$ cat src/rtl/umi_rr_arbiter.sv
// Round-robin UMI arbiter with EOM-based message locking (cmd[22]).
// Define UMI_ARB_OUTREG_EN to register all umi_out_* signals (one cycle latency).
module umi_rr_arbiter #(
  parameter int N  = 2,
  parameter int DW = 256,
  parameter int AW = 64,
  parameter int CW = 32
) (
  input  logic                                 clk,
  input  logic                                 rst,
  input  logic [N-1:0]                         umi_in_valid,
  input  logic [N*CW-1:0]                      umi_in_cmd,
  input  logic [N*AW-1:0]                      umi_in_dstaddr,
  input  logic [N*AW-1:0]                      umi_in_srcaddr,
  input  logic [N*DW-1:0]                      umi_in_data,
  output logic [N-1:0]                         umi_in_ready,
  output logic                                 umi_out_valid,
  output logic [CW-1:0]                        umi_out_cmd,
  output logic [AW-1:0]                        umi_out_dstaddr,
  output logic [AW-1:0]                        umi_out_srcaddr,
  output logic [DW-1:0]                        umi_out_data,
  input  logic                                 umi_out_ready,
  output logic [((N > 1) ? $clog2(N) : 1)-1:0] grant_id
);

  localparam int GW  = (N > 1) ? $clog2(N) : 1;
  localparam int EOM = 22;

  logic [GW-1:0] r_ptr;
  logic [GW-1:0] r_lock_id;
  logic          r_locked;

  logic [GW-1:0] w_sel;
  logic [GW-1:0] w_idx;
  logic [GW-1:0] w_ptr_nxt;
  logic          w_gnt;
  logic          w_can;
  logic          w_fire;
  logic [CW-1:0] w_cmd;
  logic [AW-1:0] w_dst;
  logic [AW-1:0] w_src;
  logic [DW-1:0] w_data;

  // Selection is forced to input 0 with no grant while reset is asserted.
  always_comb begin
    w_sel = '0;
    w_gnt = 1'b0;
    w_idx = '0;
    if (!rst) begin
      w_sel = r_ptr;
      if (r_locked) begin
        w_sel = r_lock_id;
        w_gnt = umi_in_valid[r_lock_id];
      end else begin
        for (int unsigned k = 0; k < N; k++) begin
          w_idx = GW'((32'(r_ptr) + k) % N);
          if (!w_gnt && umi_in_valid[w_idx]) begin
            w_gnt = 1'b1;
            w_sel = w_idx;
          end
        end
      end
    end
  end

  assign w_cmd     = umi_in_cmd[w_sel*CW +: CW];
  assign w_dst     = umi_in_dstaddr[w_sel*AW +: AW];
  assign w_src     = umi_in_srcaddr[w_sel*AW +: AW];
  assign w_data    = umi_in_data[w_sel*DW +: DW];
  assign w_ptr_nxt = (32'(w_sel) == N - 1) ? '0 : w_sel + 1'b1;
  assign w_fire    = w_gnt && w_can;

  always_comb begin
    umi_in_ready = '0;
    if (w_fire) umi_in_ready[w_sel] = 1'b1;
  end

  always_ff @(posedge clk or posedge rst) begin
    if (rst) begin
      r_ptr     <= '0;
      r_locked  <= 1'b0;
      r_lock_id <= '0;
    end else if (w_fire) begin
      if (w_cmd[EOM]) begin
        r_locked <= 1'b0;
        r_ptr    <= w_ptr_nxt;
      end else begin
        r_locked  <= 1'b1;
        r_lock_id <= w_sel;
      end
    end
  end

`ifdef UMI_ARB_OUTREG_EN
  logic          r_full;
  logic [CW-1:0] r_cmd;
  logic [AW-1:0] r_dst;
  logic [AW-1:0] r_src;
  logic [DW-1:0] r_data;
  logic [GW-1:0] r_gid;

  assign w_can = !r_full || umi_out_ready;

  // grant_id tracks the source of the beat held in the output register.
  always_ff @(posedge clk or posedge rst) begin
    if (rst) begin
      r_full <= 1'b0;
      r_cmd  <= '0;
      r_dst  <= '0;
      r_src  <= '0;
      r_data <= '0;
      r_gid  <= '0;
    end else if (w_fire) begin
      r_full <= 1'b1;
      r_cmd  <= w_cmd;
      r_dst  <= w_dst;
      r_src  <= w_src;
      r_data <= w_data;
      r_gid  <= w_sel;
    end else if (umi_out_ready) begin
      r_full <= 1'b0;
    end
  end

  assign umi_out_valid   = r_full;
  assign umi_out_cmd     = r_cmd;
  assign umi_out_dstaddr = r_dst;
  assign umi_out_srcaddr = r_src;
  assign umi_out_data    = r_data;
  assign grant_id        = r_gid;
`else
  assign w_can           = umi_out_ready;
  assign umi_out_valid   = w_gnt;
  assign umi_out_cmd     = w_cmd;
  assign umi_out_dstaddr = w_dst;
  assign umi_out_srcaddr = w_src;
  assign umi_out_data    = w_data;
  assign grant_id        = w_sel;
`endif

endmodule

$ cat config.mk
export PLATFORM = sky130hd
export DESIGN_NAME = umi_rr_arbiter
export DESIGN_NICKNAME = d
export VERILOG_FILES = /design/src/rtl/umi_rr_arbiter.sv
export SDC_FILE = /design/constraint.sdc
export NUM_CORES = 1
export LEC_CHECK = 0
export ABC_AREA = 1
export CAP_MARGIN = 5
export CORE_AREA = 2 2 495 497
export CTS_BUF_LIST = sky130_fd_sc_hd__clkbuf_8
export DETAILED_ROUTE_END_ITERATION = 6
export DIE_AREA = 0 0 497 499
export DONT_BUFFER_PORTS = 1
export GPL_TIMING_DRIVEN = 0
export SKIP_LAST_GASP = 1
export SLEW_MARGIN = 20
export SYNTH_ARGS = -nofsm -noshare
export SYNTH_HDL_FRONTEND = slang
export SYNTH_SLANG_ARGS = --single-unit
$ cat constraint.sdc
create_clock -name clk -period 4.39 [get_ports clk]
set_input_delay 0.439 -clock clk [delete_from_list [all_inputs] [get_ports clk]]
set_output_delay 0.439 -clock clk [all_outputs]
set_load 0.05 [all_outputs]
==> metrics, run 1 <==
Yosys reg bits=3; Slew HR=0.165; vias=10,900; Critical path origin=rst; Final #Nets=2,215; min cycle time layout=3670 ps; Seq/Total Area, Yosys=0.0140; Congestion Overflow GR=0; # setup viols final=0; status=completed; Largest stage delay, worst path=790 ps; gate count after technology mapping=1,370; GP Congestion=0.939; pin count of the biggest net entering global routing=11; reg2reg end=r_lock_id; CTS tree=built; Ys Warns=0; Worst Path Required=3950 ps; initial antenna violation count=268; hold path depth=3; kind of critical path=input port to primary output; Worst Path Max Fanout=5; Remaining DRCs=0; synthesized area per cell=3.91 µm²; R2R setup slack=1990 ps; Power, Total=0.0105 W; First-pass DRT Iterations=5; initial core utilization=0.0221; worst setup margin=723 ps; clk slew on worst S/H paths=40 ps; highest metal used=met5; M1 WL=73,600 µm; clk_lat worst skew=230 ps; Max VDD drop=312 µV; CP endpoint=umi_in_ready[0]; Yosys cell types=16; initial drt markers=974; gr usage total=0.188; vias per cell=2.35; DIE HEIGHT=499 µm; Syn Nets=2,207; Max Cap Violations=0; Die Area=0.248 mm²; fin. max-slew vios=0; Detail Route Antenna Nets=0; Fin. Hold Viols=0; worst path buffer plus inverter count=2; WP depth=6; crit start category=input port; Cell Area, Synth=0.00535 mm²; hpwl dp=235,000 µm; slowest library cell on the worst path=nor2_2; Hold Slack=379 ps; vias in the first global route=9,905; worst r2r src=r_locked; depth of the most critical reg-to-reg path=9; Hold Buf Count CTS=1; CTS H-Tree Depth=1; Crit path arrival time=3230 ps; post_cts resized=0; metal2 WL=111,000 µm; unrepaired setup endpoints after global routing=false; actual slew at the worst max-slew pin=1250 ps; worst clock skew=6.14 ps; Synth-to-Final Area Change=80.1%; Top delay family on crit path=simple AND/OR/NAND/NOR gates; fraction of layout instances using a drive strength above 1=0.0828; drt total wl=242,000 µm; DIE WIDTH=497 µm; fin util=0.0398; most used cell, CP=nand2_1; clk sinks=3; first-pass GRT wire length=268,000 µm; Tightest Hold Check Type=input port to flip-flop; Fin Setup TNS=0 ps; Core Region=0.243 mm²; root buf cell=clkbuf_8; PwrDens=1090 mW/mm²; # IOs=1,257; # Post-CTS Setup Buffers=0; CP Cell Sequence=dlygate4sd3_1 > inv_1 > nand3_1 > nand2_1 > nand2_1 > nor2_2; Setup WS pre-CTS=929 ps; Worst Setup End Kind=primary output; wire length per cell=52.2 µm; Max Root-Sink Buffers=2; cts bufs inserted=3; WL met3=52,900 µm; crit share post-route=0.835; fmax=0.273 GHz; number of I/O port buffers=0; Lkg Pwr=4.12 nW; cell row count=181
[per-layer routing]
metal / global-route usage / vias to the layer above
li1: - / 4139
met1: 0.164 / 4875
met2: 0.313 / 1310
met3: 0.190 / 431
met4: 0.0144 / 160
met5: 0 / -
[where the power goes]
part	leakage [nW]	internal (W)	switching [W]
clock network	0.0273	0.0000600	0.0000239
logic	4.06	0.000709	0.00967
registers	0.0357	0.0000397	0.0000154
total	4.12	0.000808	0.00971
[cells by family after synthesis]
logic type             Yosys count  synth area share
AO/OA/AOI/OAI                    6           0.00678
flip-flops                       3            0.0140
buffers and inverters           97            0.0916
AND/OR/NAND/NOR               1264             0.888
[layout make-up]
type,count,area [µm²]
plain buffers,92,472
fillers,29100,233000
inverters,5,18.8
clock inverters,1,3.75
multi-input cells,1270,4840
diodes,64,160
clock buffers,3,41.3
flip-flops and latches,3,75.1
repair buffers,3,28.8
well taps,3202,4010
[Yosys cell counts (all sizes together)]
| library cell | number | area (µm²) |
|---|---|---|
| inv | 5 | 18.8 |
| o21bai | 1 | 7.51 |
| nand2 | 1258 | 4720 |
| o21ai | 2 | 10.0 |
| a21oi | 3 | 18.8 |
| clkbuf | 5 | 22.5 |
| nor2 | 2 | 7.51 |
| buf | 87 | 449 |
| nand3 | 4 | 20.0 |
| dfrtp | 3 | 75.1 |
[cell usage in the layout (no fill, tap or decap)]
cell type,n
buf_2,83
clkbuf_8,3
dlygate4sd3_1,1
a21oi_2,1
nor2_2,2
inv_2,1
a21oi_1,2
o21bai_1,1
buf_6,1
nand2_1,1240
diode_2,64
dfrtp_1,3
buf_1,1
nand3_1,4
clkbuf_1,4
inv_1,5
buf_4,3
nand2_2,18
buf_8,1
clkbuf_4,1
o21ai_0,2
[registers in the layout, indices dropped and copies added (netlist names)]
name / flops
r_lock_id: 1
r_locked: 1
r_ptr: 1
[worst min-delay path by stage]
stage              startpoint   endpoint  slack, ps
2_1_floorplan             rst  r_lock_id        210
4_1_cts        umi_in_cmd[54]  r_lock_id        370
6_report       umi_in_cmd[54]  r_lock_id        380
3_3_place_gp              rst  r_lock_id        220
3_5_place_dp              rst   r_locked        230
5_1_grt        umi_in_cmd[54]  r_lock_id        390
[metrics by stage]
stage                     instance area [µm²]  cells
after detailed placement                 9400   4574
after CTS                                9460   4579
after floorplan                          5350   1370
after global placement                   9360   4572
final                                    9640   4643
after global routing                     9510   4591
[worst reg2reg max path: cells and delay by family, from the launching register on]
family / cells / cell delay (ps)
buf+inv: 2 / 330
flops: 1 / 440
simple gates: 7 / 1570
(Power assumes the default switching activity.)
==> run 2, diff against run 1 <==
Clock period 4.39 ns to 3.6 ns, I/O delays scaled along.
==> run 2 against run 1 <==
  * Combinational power grew 23%
  * Largest cell class unchanged
  * Flip-flop and latch count stayed put
  * Critical path depth is 2 higher
  * Power rose by 23%
  * Register-to-register slack worse by 770 ps
  * Final area grew 0.42%
  * Global-route usage about the same
==> metrics, run 2 (same netlist as run 1, synthesis figures left out) <==
fin. max-slew vios=0 (unchanged); kind of critical path=flip-flop to primary output (was input port to primary output); GP Congestion=0.939 (unchanged); internal power=0.000989 W (was 0.000808 W); clock network fraction of total power=0.008 (about the same); crit share post-route=0.959; status=completed (unchanged); First-pass DRT Iterations=5 (unchanged); Largest stage delay, worst path=620 ps (was 790 ps); Fin. Hold Viols=0 (unchanged); initial core utilization=0.0221 (unchanged); number of I/O port buffers=0 (unchanged); Power, Total=0.0129 W (was 0.0105 W); most frequent cells in the layout=nand2_1 (1,236), buf_2 (83), nand2_2 (22) (was nand2_1 (1,240), buf_2 (83), nand2_2 (18)); pin count of the biggest net entering global routing=11 (unchanged); slowest library cell on the worst path=nand2_1 (was nor2_2); Detail Route Antenna Nets=0 (unchanged); cell row count=181 (unchanged); # setup viols final=0 (unchanged); unrepaired setup endpoints after global routing=false (unchanged); clk sinks=3 (unchanged); Crit path arrival time=3090 ps (was 3230 ps); Synth-to-Final Area Change=80.8% (was 80.1%); Comb power frac=0.987 (about the same); Worst Path Required=3240 ps (was 3950 ps); crit start category=flip-flop (was input port); sw power=0.0119 W (was 0.00971 W); Seq pwr share=0.005 (about the same); CP Cell Sequence=a21oi_1 > nand2_1 > nand2_2 > buf_4 > buf_2 > buf_2 > nand2_1 > nand2_1 (was dlygate4sd3_1 > inv_1 > nand3_1 > nand2_1 > nand2_1 > nor2_2); vias per cell=2.34 (was 2.35); actual slew at the worst max-slew pin=1230 ps (was 1250 ps); Die Area=0.248 mm² (unchanged); commonest non-fill, non-tap cell in the layout=nand2_1 (unchanged); # Post-CTS Setup Buffers=0 (unchanged); Slew HR=0.179 (was 0.165); hpwl dp=235,000 µm (unchanged); DIE WIDTH=497 µm (unchanged); min cycle time layout=3450 ps; Congestion Overflow GR=0 (unchanged); Fin Setup TNS=0 ps (unchanged); Core Region=0.243 mm² (unchanged); root buf cell=clkbuf_8 (unchanged); clk slew on worst S/H paths=40 ps (about the same); CTS tree=built (unchanged); Final #Nets=2,215 (unchanged); cts bufs inserted=3 (unchanged); gr usage total=0.188 (about the same); worst clock skew=5.93 ps (was 6.14 ps); Sw Share=0.924 (was 0.923); CTS H-Tree Depth=1 (unchanged); Hold Slack=301 ps (was 379 ps); Max VDD drop=405 µV (was 312 µV); Top Registers=r_lock_id (1), r_locked (1), r_ptr (1) (unchanged); drt total wl=242,000 µm (about the same); Remaining DRCs=0 (unchanged); first-pass GRT wire length=268,000 µm (about the same); fmax=0.290 GHz; vias=10,900 (about the same); initial drt markers=944 (was 974); most used cell, CP=nand2_1 (unchanged); Setup WS pre-CTS=239 ps (was 929 ps); fraction of layout instances using a drive strength above 1=0.0857 (was 0.0828); wire length per cell=52.0 µm (was 52.2 µm); # IOs=1,257 (unchanged); clk_lat worst skew=230 ps (about the same); worst setup margin=149 ps (was 723 ps); Lkg Pwr=4.12 nW (about the same); vias in the first global route=9,892 (was 9,905); Fill cells=29,100 (about the same); initial antenna violation count=270 (was 268); Worst Setup End Kind=primary output (unchanged); Worst Path Max Fanout=12 (was 5); Tightest Hold Check Type=input port to flip-flop (unchanged); Max Root-Sink Buffers=2 (unchanged); PwrDens=1330 mW/mm² (was 1090 mW/mm²); DIE HEIGHT=499 µm (unchanged); Max Cap Violations=0 (unchanged)
## run 2: changes by cell type in the layout (fill, tap and decap cells not counted), sizes merged
cell,previous run,this run
diode,64,76
## run 2: per-stage QoR
step / utilization / std cells / cell area [µm²]
2_1_floorplan: - / 1370 / 5350
3_3_place_gp: 0.0386 / 4572 / 9360
3_5_place_dp: 0.0388 / 4574 / 9400
4_1_cts: 0.0390 / 4579 / 9460
5_1_grt: 0.0392 / 4586 / 9510
6_report: 0.0399 / 4655 / 9680
## run 2: power by group through the flow
stage               Combinational (W)  Clock (W)  Sequential, W
finish                         0.0128   0.000104      0.0000671
global route                   0.0135   0.000104      0.0000681
CTS                            0.0131   0.000102      0.0000651
detailed placement             0.0131          0      0.0000646
global placement               0.0131          0      0.0000613
floorplan                     0.00745          0      0.0000600
## run 2: worst paths after layout
path / from / depth (start not counted) / end / slack (ps)
setup reg to reg: r_locked / 9 / r_lock_id / 1220
hold reg to reg: r_lock_id / 2 / r_lock_id / 550
min in group asynchronous: rst / 2 / r_locked / 510
max in group asynchronous: rst / 2 / r_ptr / 2920
setup / recovery: r_locked / 8 / umi_out_data[15] / 150
hold / removal: umi_in_cmd[54] / 3 / r_lock_id / 300
## run 2: cell type report
cell class	instances	area (µm²)	share of cell area
multi-input combinational	1270	4850	0.501
tap	3202	4010	0.414
timing repair buffer	3	28.8	0.00297
buffer	92	472	0.0487
sequential	3	75.1	0.00775
inverter	5	18.8	0.00194
antenna	76	190	0.0196
clock buffer	3	41.3	0.00426
clock inverter	1	3.75	0.000388
## run 2: critical path: cells and delay by family (launching register included)
family / cells / cell delay, ps
AOI/OAI and AO/OA: 1 / 140
buffers and inverters: 3 / 1270
DFF: 1 / 440
and+or+nand+nor: 4 / 940
## run 2: metal layers
metal  track usage  vias up  part of all wire
met1         0.163     4891              0.31
met5             0        -            0.0042
met4        0.0118      162             0.013
li1              -     4156                 -
met3         0.193      425              0.22
met2         0.314     1273              0.46
## run 2: what timing repair did
item / 4_1_cts / 5_1_grt
cloned: 0 / 0
endpoints found under the setup margin: 1 / 2
endpoints found under the hold margin: 3 / 0
gates resized for setup: 1 / 2
hold buffers: 1 / 0
